==> src/rtl/unidade_controle_multiciclo.sv <==
// Multicycle control unit for the 64-bit RISC-V datapath: one FSM sequences
// fetch, decode, execute, memory and write-back for a small integer subset.
module unidade_controle_multiciclo #(
  parameter int unsigned IMEM_WAIT = 1,
  parameter int unsigned DMEM_WAIT = 1
) (
  input  logic       CLK,
  input  logic       RST,
  input  logic [6:0] INSTR6_0,
  input  logic [2:0] FUNCT3,
  input  logic       FUNCT7_5,
  input  logic       ZERO,
  output logic       RESET_WIRE,
  output logic       WRITE_PC,
  output logic       PC_SRC,
  output logic       LOAD_IR,
  output logic       LOAD_AB,
  output logic       LOAD_ALUOUT,
  output logic       LOAD_MDR,
  output logic       ALU_SRC_A,
  output logic [1:0] ALU_SRC_B,
  output logic [2:0] ULA_OP,
  output logic       REG_WRITE,
  output logic [1:0] MEM_TO_REG,
  output logic       DMEM_WR,
  output logic       ILLEGAL,
  output logic [3:0] STATE
);

  typedef enum logic [3:0] {
    S_RESET   = 4'd0,  S_IF_WAIT = 4'd1,  S_IF      = 4'd2,  S_DECODE  = 4'd3,
    S_EX_R    = 4'd4,  S_EX_I    = 4'd5,  S_MEM_RD  = 4'd6,  S_MEM_RD2 = 4'd7,
    S_WB_ALU  = 4'd8,  S_WB_MEM  = 4'd9,  S_WB_LUI  = 4'd10, S_MEM_WR  = 4'd11,
    S_BRANCH  = 4'd12, S_PC_INC  = 4'd13, S_TRAP    = 4'd14
  } state_t;

  localparam logic [6:0] OP_R   = 7'b0110011;
  localparam logic [6:0] OP_I   = 7'b0010011;
  localparam logic [6:0] OP_LD  = 7'b0000011;
  localparam logic [6:0] OP_SD  = 7'b0100011;
  localparam logic [6:0] OP_BR  = 7'b1100011;
  localparam logic [6:0] OP_LUI = 7'b0110111;

  localparam logic [2:0] ULA_ADD = 3'b001;
  localparam logic [2:0] ULA_SUB = 3'b010;
  localparam logic [2:0] ULA_AND = 3'b011;

  localparam logic [3:0] IMEM_LOAD = 4'(IMEM_WAIT - 1);
  localparam logic [3:0] DMEM_LOAD = 4'(DMEM_WAIT - 1);

  state_t     r_state;
  state_t     w_next;
  logic [3:0] r_wait_cnt;
  logic       w_cnt_done;
  logic       w_taken;

  assign w_cnt_done = (r_wait_cnt == 4'd0);
  assign w_taken    = (FUNCT3 == 3'b000) ? ZERO : !ZERO;
  assign STATE      = r_state;

  // NOTE: state registers use non-blocking assignments so every flop samples pre-edge values.
  always_ff @(posedge CLK) begin
    if (RST) begin
      r_state    <= S_RESET;
      r_wait_cnt <= 4'd0;
    end else begin
      r_state <= w_next;
      if (w_next == S_IF_WAIT && r_state != S_IF_WAIT)
        r_wait_cnt <= IMEM_LOAD;
      else if (w_next == S_MEM_RD && r_state != S_MEM_RD)
        r_wait_cnt <= DMEM_LOAD;
      else if (!w_cnt_done)
        r_wait_cnt <= r_wait_cnt - 4'd1;
    end
  end

  // NOTE: every output and w_next gets a default first, so no path infers a latch.
  always_comb begin
    w_next      = r_state;
    RESET_WIRE  = 1'b0;
    WRITE_PC    = 1'b0;
    PC_SRC      = 1'b0;
    LOAD_IR     = 1'b0;
    LOAD_AB     = 1'b0;
    LOAD_ALUOUT = 1'b0;
    LOAD_MDR    = 1'b0;
    ALU_SRC_A   = 1'b0;
    ALU_SRC_B   = 2'b00;
    ULA_OP      = 3'b000;
    REG_WRITE   = 1'b0;
    MEM_TO_REG  = 2'b00;
    DMEM_WR     = 1'b0;
    ILLEGAL     = 1'b0;

    case (r_state)
      S_RESET: begin
        RESET_WIRE = 1'b1;
        w_next     = S_IF_WAIT;
      end
      S_IF_WAIT: if (w_cnt_done) w_next = S_IF;
      S_IF: begin
        LOAD_IR = 1'b1;
        w_next  = S_DECODE;
      end
      S_DECODE: begin
        // ALUOut captures the branch target PC + (imm << 1) while decoding.
        LOAD_AB     = 1'b1;
        ALU_SRC_B   = 2'b11;
        ULA_OP      = ULA_ADD;
        LOAD_ALUOUT = 1'b1;
        case (INSTR6_0)
          OP_R:         w_next = (FUNCT3 == 3'b000 || (FUNCT3 == 3'b111 && !FUNCT7_5))
                                 ? S_EX_R : S_TRAP;
          OP_I:         w_next = (FUNCT3 == 3'b000) ? S_EX_I : S_TRAP;
          OP_LD, OP_SD: w_next = (FUNCT3 == 3'b011) ? S_EX_I : S_TRAP;
          OP_BR:        w_next = (FUNCT3 == 3'b000 || FUNCT3 == 3'b001) ? S_BRANCH : S_TRAP;
          OP_LUI:       w_next = S_WB_LUI;
          default:      w_next = S_TRAP;
        endcase
      end
      S_EX_R: begin
        ALU_SRC_A   = 1'b1;
        ULA_OP      = (FUNCT3 == 3'b111) ? ULA_AND : (FUNCT7_5 ? ULA_SUB : ULA_ADD);
        LOAD_ALUOUT = 1'b1;
        w_next      = S_WB_ALU;
      end
      S_EX_I: begin
        ALU_SRC_A   = 1'b1;
        ALU_SRC_B   = 2'b10;
        ULA_OP      = ULA_ADD;
        LOAD_ALUOUT = 1'b1;
        if (INSTR6_0 == OP_LD)      w_next = S_MEM_RD;
        else if (INSTR6_0 == OP_SD) w_next = S_MEM_WR;
        else                        w_next = S_WB_ALU;
      end
      S_MEM_RD: if (w_cnt_done) w_next = S_MEM_RD2;
      S_MEM_RD2: begin
        LOAD_MDR = 1'b1;
        w_next   = S_WB_MEM;
      end
      S_WB_ALU: begin
        REG_WRITE = 1'b1;
        w_next    = S_PC_INC;
      end
      S_WB_MEM: begin
        REG_WRITE  = 1'b1;
        MEM_TO_REG = 2'b01;
        w_next     = S_PC_INC;
      end
      S_WB_LUI: begin
        REG_WRITE  = 1'b1;
        MEM_TO_REG = 2'b10;
        w_next     = S_PC_INC;
      end
      S_MEM_WR: begin
        DMEM_WR = 1'b1;
        w_next  = S_PC_INC;
      end
      S_BRANCH: begin
        ALU_SRC_A = 1'b1;
        ULA_OP    = ULA_SUB;
        if (w_taken) begin
          WRITE_PC = 1'b1;
          PC_SRC   = 1'b1;
          w_next   = S_IF_WAIT;
        end else begin
          w_next   = S_PC_INC;
        end
      end
      S_PC_INC: begin
        ALU_SRC_B = 2'b01;
        ULA_OP    = ULA_ADD;
        WRITE_PC  = 1'b1;
        w_next    = S_IF_WAIT;
      end
      S_TRAP: ILLEGAL = 1'b1;
      default: w_next = S_TRAP;
    endcase
  end

endmodule
==> config.mk <==
export PLATFORM = sky130hd
export DESIGN_NAME = unidade_controle_multiciclo
export DESIGN_NICKNAME = d
export VERILOG_FILES = /design/src/rtl/unidade_controle_multiciclo.sv
export SDC_FILE = /design/constraint.sdc
export NUM_CORES = 1
export LEC_CHECK = 0
export ABC_AREA = 0
export ABC_CLOCK_PERIOD_IN_PS = 4350
export BUFFER_PORTS_ARGS = -buffer_cell sky130_fd_sc_hd__buf_2
export CAP_MARGIN = 0
export CORE_MARGIN = 2
export CORE_UTILIZATION = 45
export DETAILED_ROUTE_END_ITERATION = 6
export GPL_TIMING_DRIVEN = 0
export PLACE_DENSITY = 0.75
export SLEW_MARGIN = 10
export SYNTH_ARGS = -nofsm -noshare
export SYNTH_HDL_FRONTEND = slang
export SYNTH_SLANG_ARGS = --single-unit
==> constraint.sdc <==
create_clock -name CLK -period 4.35 [get_ports CLK]
set_input_delay 0.6525 -clock CLK [delete_from_list [all_inputs] [get_ports CLK]]
set_output_delay 0.6525 -clock CLK [all_outputs]
set_load 0.005 [all_outputs]
==> results of run 1 <==
[worst max-delay path, cell delays in order]
cell and delay [ps]:
buf_2 130, or3_4 400, and2_4 170, nor4b_1 320
o21bai_1 160, buf_2 120
[metal layers]
layer / wire [um] / global-route usage [%] / part of all wire [%] / vias to the layer above
li1: - / - / - / 559
met1: 1080 / 25.7 / 45 / 505
met2: 1130 / 31.3 / 47 / 39
met3: 149 / 2.73 / 6.3 / 2
met4: 27 / 8.33 / 1.1 / 0
met5: 0 / 0 / 0 / -
[through the flow]
| step | cell area (sq um) | total power [uW] | std cells | hold slack (ps) | utilization, % |
|---|---|---|---|---|---|
| 3_3_place_gp | 1140 | 489 | 190 | 475 | 58.0 |
| 3_5_place_dp | 1140 | 497 | 190 | 488 | 58.0 |
| 5_1_grt | 1160 | 611 | 193 | 526 | 59.1 |
| 2_1_floorplan | 933 | 382 | 129 | 462 | - |
| 4_1_cts | 1160 | 558 | 193 | 497 | 59.1 |
| 6_report | 1160 | 561 | 193 | 491 | 59.1 |
[power by group]
group	internal, uW	switching (uW)	leakage [uW]
combinational	169	224	0.000412
sequential	89.7	17.3	0.0000652
clock	31.8	29.0	0.0000138
total	291	270	0.000491
[cells in the mapped netlist (2+ instances only)]
cell type,count
nor2_1,18
inv_1,2
a21oi_1,7
o22ai_1,2
or3_1,2
nand3_1,5
nand4b_1,2
xnor2_1,2
nor2b_1,3
nand4_1,2
and3b_1,2
nor4_1,2
nand2b_1,7
o21ai_0,2
nor3_1,11
dfxtp_1,8
nor3b_1,2
a31oi_1,4
nand2_1,9
buf_4,2
clkbuf_1,5
or4b_1,2
nand3b_1,2
[path summary, 6_finish.rpt]
path,slack (ps),from,cells after the start,to
max,1730,FUNCT3[2],6,WRITE_PC
min,490,r_wait_cnt[1],2,r_wait_cnt[1]
max reg2reg,1990,STATE[1],7,r_wait_cnt[1]
min reg2reg,490,r_wait_cnt[1],2,r_wait_cnt[1]
[flip-flops by register name, summed over array words and instances (netlist names)]
register,flops
r_wait_cnt,4
STATE,4
[kinds of logic (layout without fill, tap and decap cells)]
kind of cell | Yosys count | after routing
multiplexers | 1 | 1
flip-flops | 8 | 8
adder cells (fa/ha/maj) | 1 | 1
buffers and inverters | 10 | 47
AND/OR/NAND/NOR | 78 | 78
XOR/XNOR | 2 | 2
other | 1 | 1
AO/OA/AOI/OAI | 28 | 28
[layout make-up]
type | count | share of cell area (%)
multi-input cells | 111 | 62.1
well taps | 27 | 2.91
inverters | 2 | 0.647
flip-flops and latches | 8 | 13.8
plain buffers | 8 | 3.88
clock buffers | 3 | 1.94
repair buffers | 34 | 14.7
==> reports/results.md, run 1 <==
- **status** finished, final reports clean
- **TritonCTS clock tree** yes
- **capturing element type of the critical path** primary output
- **level count of the clock H-tree** 1
- **Peak Freq** 0.382 GHz
- **vias** 1105
- **combined area of the multi-input logic cells** 721 sq um
- **number of standard-cell rows in the floorplan** 16
- **number of standard cells after synthesis** 129
- **Yosys Warn Count** 0
- **Primary FF master, synth** dfxtp_1
- **Die Outline Area** 0.00245 sq mm
- **routability congestion estimate** 0.800
- **count of clock tree sinks** 8
- **Post-Synth Adder-Cell Area** 1.34%
- **total routing resource utilization after global routing** 19.4%
- **maximum number of pins on one net before global-route repair** 11
- **number of inserted filler cells in the final layout** 216
- **count of nets after finishing** 183
- **number of global-route vias before repair** 888
- **Max VDD drop** 194 uV
- **setup slack of the critical path after layout** 1730 ps
- **Slew @ Worst Pin** 692 ps
- **Vias/cell** 5.73
- **global-route wire length before repair** 3800 um
- **cell types occupying the most area after synthesis** dfxtp_1, nor2_1, nor3_1
- **detailed-route DRC error count** 0
- **setup repair after global routing missed its margin** false
- **required time worst endpoint** 3700 ps
- **half-perimeter wire length of the detailed placement result** 1900 um
- **number of cells upsized or downsized after cts** 0
- **number of antenna violations at the first check in global routing** 0
- **number of flip-flops and latches in the synthesized netlist** 8
- **Synth cell types** 49
- **total wire length** 2380 um
- **commonest cells after routing, fill and taps aside** buf_2, nor2_1, nor3_1, nand2_1, dfxtp_1
- **post-route antenna net violation count** 0
- **later-pin clock latency in the skew report** 260 ps
- **core outline area** 0.00196 sq mm
- **number of buffers inserted by port buffering** 34
- **dominant combinational cell family by area after synthesis** simple AND/OR/NAND/NOR gates
- **xor-xnor portion of the synthesized cell area** 1.88%
- **Synthesized Nets** 144
- **fraction of the yosys area taken by sequential cells** 17.2%
- **min Tclk post-route** 2620 ps
- **async set-reset flop share out of synthesis** 0%
- **number of setup violations in the final report** 0
- **share of synthesized area spent on multiplexers** 1.21%
- **clock root cell** clkbuf_4
- **worst clock skew** 3.64 ps
- **simple-gate share of the synthesized area** 47.9%
- **effective utilization at floorplan** 47.6%
- **clock transition time at the flip-flop clock pins of the worst setup and hold paths** 60 ps
- **power density over cell area** 483 mW/mm^2
- **number of synthesized flops with an enable pin** 0
- **leading cell type in the layout, fill and taps excluded** buf_2
- **Syn Std Cell Area** 933 sq um
- **leakage power total** 0.000491 uW
- **mean cell area of the mapped netlist** 7.24 sq um
- **Initial DRT Pass Iterations** 4
- **I/O pin count** 36
- **number of setup buffers added after CTS** 0
- **type of the most critical hold path** reg -> reg
- **critical path arrival** 1970 ps
- **CTS hold repair buffers** 0
- **aggregate negative setup slack** 0 ps
- **Initial DRC Count** 33
- **complex-gate fraction of the synthesized area** 24.5%
- **clock buffer count from CTS** 3
- **tightest slew margin relative to the limit** 53.5%
- **fraction of synthesized cell area taken by the top area cell type** 17.2%
- **critical path startpoint category** input pin
- **Chip Width** 49.5 um
- **critical setup path kind** in -> out
- **portion of the clock cycle consumed by the worst path in the final layout** 60.2%
- **relative area change from synthesis to final layout** 24.3%
- **average wire length per cell after detail routing** 12.3 um
- **Die Y** 49.5 um
- **maximum number of buffers from clock root to sink** 2
- **Max FO, Critical Path** 7
- **layout cells sized above 1** 29.5%
- **Congestion Overflow GR** 0
- **max-capacitance violation count** 0
- **sequential cell area in the final layout** 160 sq um
- **post-synth top area cell** dfxtp_1
- **final count of pins violating max slew** 0
- **total count of hold-check failures in the final report** 0
- **DP Worst Slack** 1590 ps
- **Inserted Diodes** 0
(Power assumes the default switching activity.)
==> inputs of run 2 (changes only) <==
Settings changed: ABC_CLOCK_PERIOD_IN_PS 4350 to 2200, CORE_UTILIZATION 45 to 43.
Clock period 4.35 ns to 2.2 ns, I/O delays scaled along.
==> run 2 against run 1 <==
Cell area is 6.9% higher. Via count up 2.5%. Non-clock buffer count grew 3. Die area up 4.3%. Clock skew is essentially flat. Sequential share of layout area shrank 0.89 points. Worst hold slack worse by 150 ps. Global-route usage up 1.8 points. Critical path depth is 3 higher. Critical endpoint is now r_wait_cnt[1]. Largest cell class unchanged. Largest power group unchanged.
==> reports/results.md, run 2 (synthesis gave the netlist of run 1 again) <==
- **switching part of the total power** 47.3%
- **total count of hold-check failures in the final report** 0
- **number of antenna violations at the first check in global routing** 0
- **critical path startpoint category** register
- **required time worst endpoint** 2350 ps
- **CP startpoint** r_wait_cnt[0]
- **clock buffer count from CTS** 3
- **status** finished, final reports clean
- **number of global-route vias before repair** 1061
- **total wire length** 2550 um
- **start point of the worst hold path** RST
- **Sw Pwr** 578 uW
- **sequential cell area in the final layout** 160 sq um
- **maximum number of pins on one net before global-route repair** 11
- **Max FO, Critical Path** 4
- **average wire length per cell after detail routing** 13.0 um
- **min Tclk post-route** 2150 ps
- **final core area utilization** 61.9%
- **commonest cells after routing, fill and taps aside** buf_2, nor2_1, nor3_1, nand2_1, dfxtp_1
- **leakage power total** 0.000535 uW
- **post-route antenna net violation count** 0
- **worst reg2reg path depth** 9
- **Congestion Overflow GR** 0
- **critical path arrival** 2300 ps
- **Comb power frac** 73.3%
- **leading cell type in the layout, fill and taps excluded** buf_2
- **clock root cell** clkbuf_4
- **combined area of the multi-input logic cells** 773 sq um
- **count of clock tree sinks** 8
- **max-capacitance violation count** 0
- **number of buffers inserted by port buffering** 34
- **final count of pins violating max slew** 0
- **vias** 1133
- **critical setup path kind** reg -> reg
- **Inserted Diodes** 0
- **tightest slew margin relative to the limit** 59.3%
- **setup slack of the critical path after layout** 52.0 ps
- **Slew @ Worst Pin** 603 ps
- **launch point of the worst reg-to-reg path** r_wait_cnt[0]
- **I/O pin count** 36
- **Die Y** 50.6 um
- **maximum number of buffers from clock root to sink** 2
- **Tot Pwr** 1220 uW
- **TritonCTS clock tree** yes
- **level count of the clock H-tree** 1
- **effective utilization at floorplan** 46.6%
- **layout cells sized above 1** 37.9%
- **core outline area** 0.00200 sq mm
- **portion of the clock cycle consumed by the worst path in the final layout** 97.6%
- **worst clock skew** 3.36 ps
- **clock transition time at the flip-flop clock pins of the worst setup and hold paths** 50 ps
- **power density over cell area** 984 mW/mm^2
- **Min-Delay Endpoint** r_wait_cnt[1]
- **Initial DRC Count** 38
- **slack of the worst reg-to-reg path** 50 ps
- **total routing resource utilization after global routing** 21.2%
- **count of nets after finishing** 186
- **setup repair after global routing missed its margin** true
- **aggregate negative setup slack** 0 ps
- **routability congestion estimate** 0.843
- **number of inserted filler cells in the final layout** 188
- **Vias/cell** 5.78
- **total internal power** 643 uW
- **capturing element type of the critical path** register
- **Peak Freq** 0.466 GHz
- **Die Outline Area** 0.00256 sq mm
- **Max VDD drop** 685 uV
- **number of cells on the worst hold path** 2
- **type of the most critical hold path** in -> reg
- **global-route wire length before repair** 4330 um
- **clock network fraction of design power** 9.0%
- **later-pin clock latency in the skew report** 250 ps
- **number of standard-cell rows in the floorplan** 16
- **DP Worst Slack** -258 ps
- **relative area change from synthesis to final layout** 32.8%
- **number of setup violations in the final report** 0
- **detailed-route DRC error count** 0
- **half-perimeter wire length of the detailed placement result** 1980 um
- **Chip Width** 50.6 um
- **reg2reg end** r_wait_cnt[1]
- **CTS hold repair buffers** 0
- **Initial DRT Pass Iterations** 4
- **power share of the sequential group** 17.7%
==> run 2: cell types whose count changed in the layout (fill, tap and decap cells not counted), sizes merged <==
cell / change
buf: +3
==> run 2: worst max-delay path, stage by stage, from the launching register on <==
cell and delay [ps]:
dfxtp_1 320, inv_1 60, ha_2 200, nor3b_4 160, buf_4 150, a221o_1 300
a211oi_2 280, or3_4 190, a21oi_4 70, a2111oi_2 320
==> run 2: stage by stage <==
| stage | hold WS [ps] | area (sq um) | std cells |
|---|---|---|---|
| finish | 339 | 1240 | 196 |
| global route | 362 | 1240 | 196 |
| CTS | 336 | 1210 | 195 |
| detailed placement | 491 | 1140 | 190 |
| global placement | 476 | 1140 | 190 |
| floorplan | 399 | 933 | 129 |
==> run 2: power by group through the flow <==
| stage | sequential, uW | clock (uW) | combinational, uW |
|---|---|---|---|
| floorplan | 212 | 0 | 542 |
| global placement | 210 | 0 | 763 |
| detailed placement | 212 | 0 | 781 |
| CTS | 211 | 115 | 843 |
| global route | 221 | 118 | 998 |
| finish | 216 | 110 | 895 |
==> run 2: area by class of cell <==
cell class | instances | area share (%)
Sequential cell | 8 | 12.9
Clock buffer | 3 | 1.82
Inverter | 2 | 0.605
Multi-Input combinational cell | 111 | 62.4
Timing Repair Buffer | 37 | 15.5
Buffer | 8 | 4.04
Tap cell | 27 | 2.72
==> run 2: worst max path at each step <==
stage | cells after the start | slack [ps] | to
finish | 9 | 50 | r_wait_cnt[1]
global placement | 8 | -230 | r_wait_cnt[1]
global route | 9 | -50 | r_wait_cnt[1]
detailed placement | 8 | -260 | r_wait_cnt[1]
CTS | 8 | 3 | r_wait_cnt[1]
floorplan | 7 | 30 | r_wait_cnt[1]
==> run 2: timing repair <==
| item | 4_1_cts | 5_1_grt |
|---|---|---|
| gates resized for setup | 8 | 10 |
| buffers inserted | 2 | 1 |
| pin swaps | 1 | 4 |
| gates cloned | 0 | 0 |
| endpoints found under the setup margin | 5 | 5 |
==> run 2: layer usage <==
layer,vias to the layer above,share of wire [%],GRT usage (%)
li1,564,-,-
met1,521,41,25.1
met2,44,52,38.2
met3,4,5.9,2.68
met4,0,0.98,8.56
met5,-,0,0
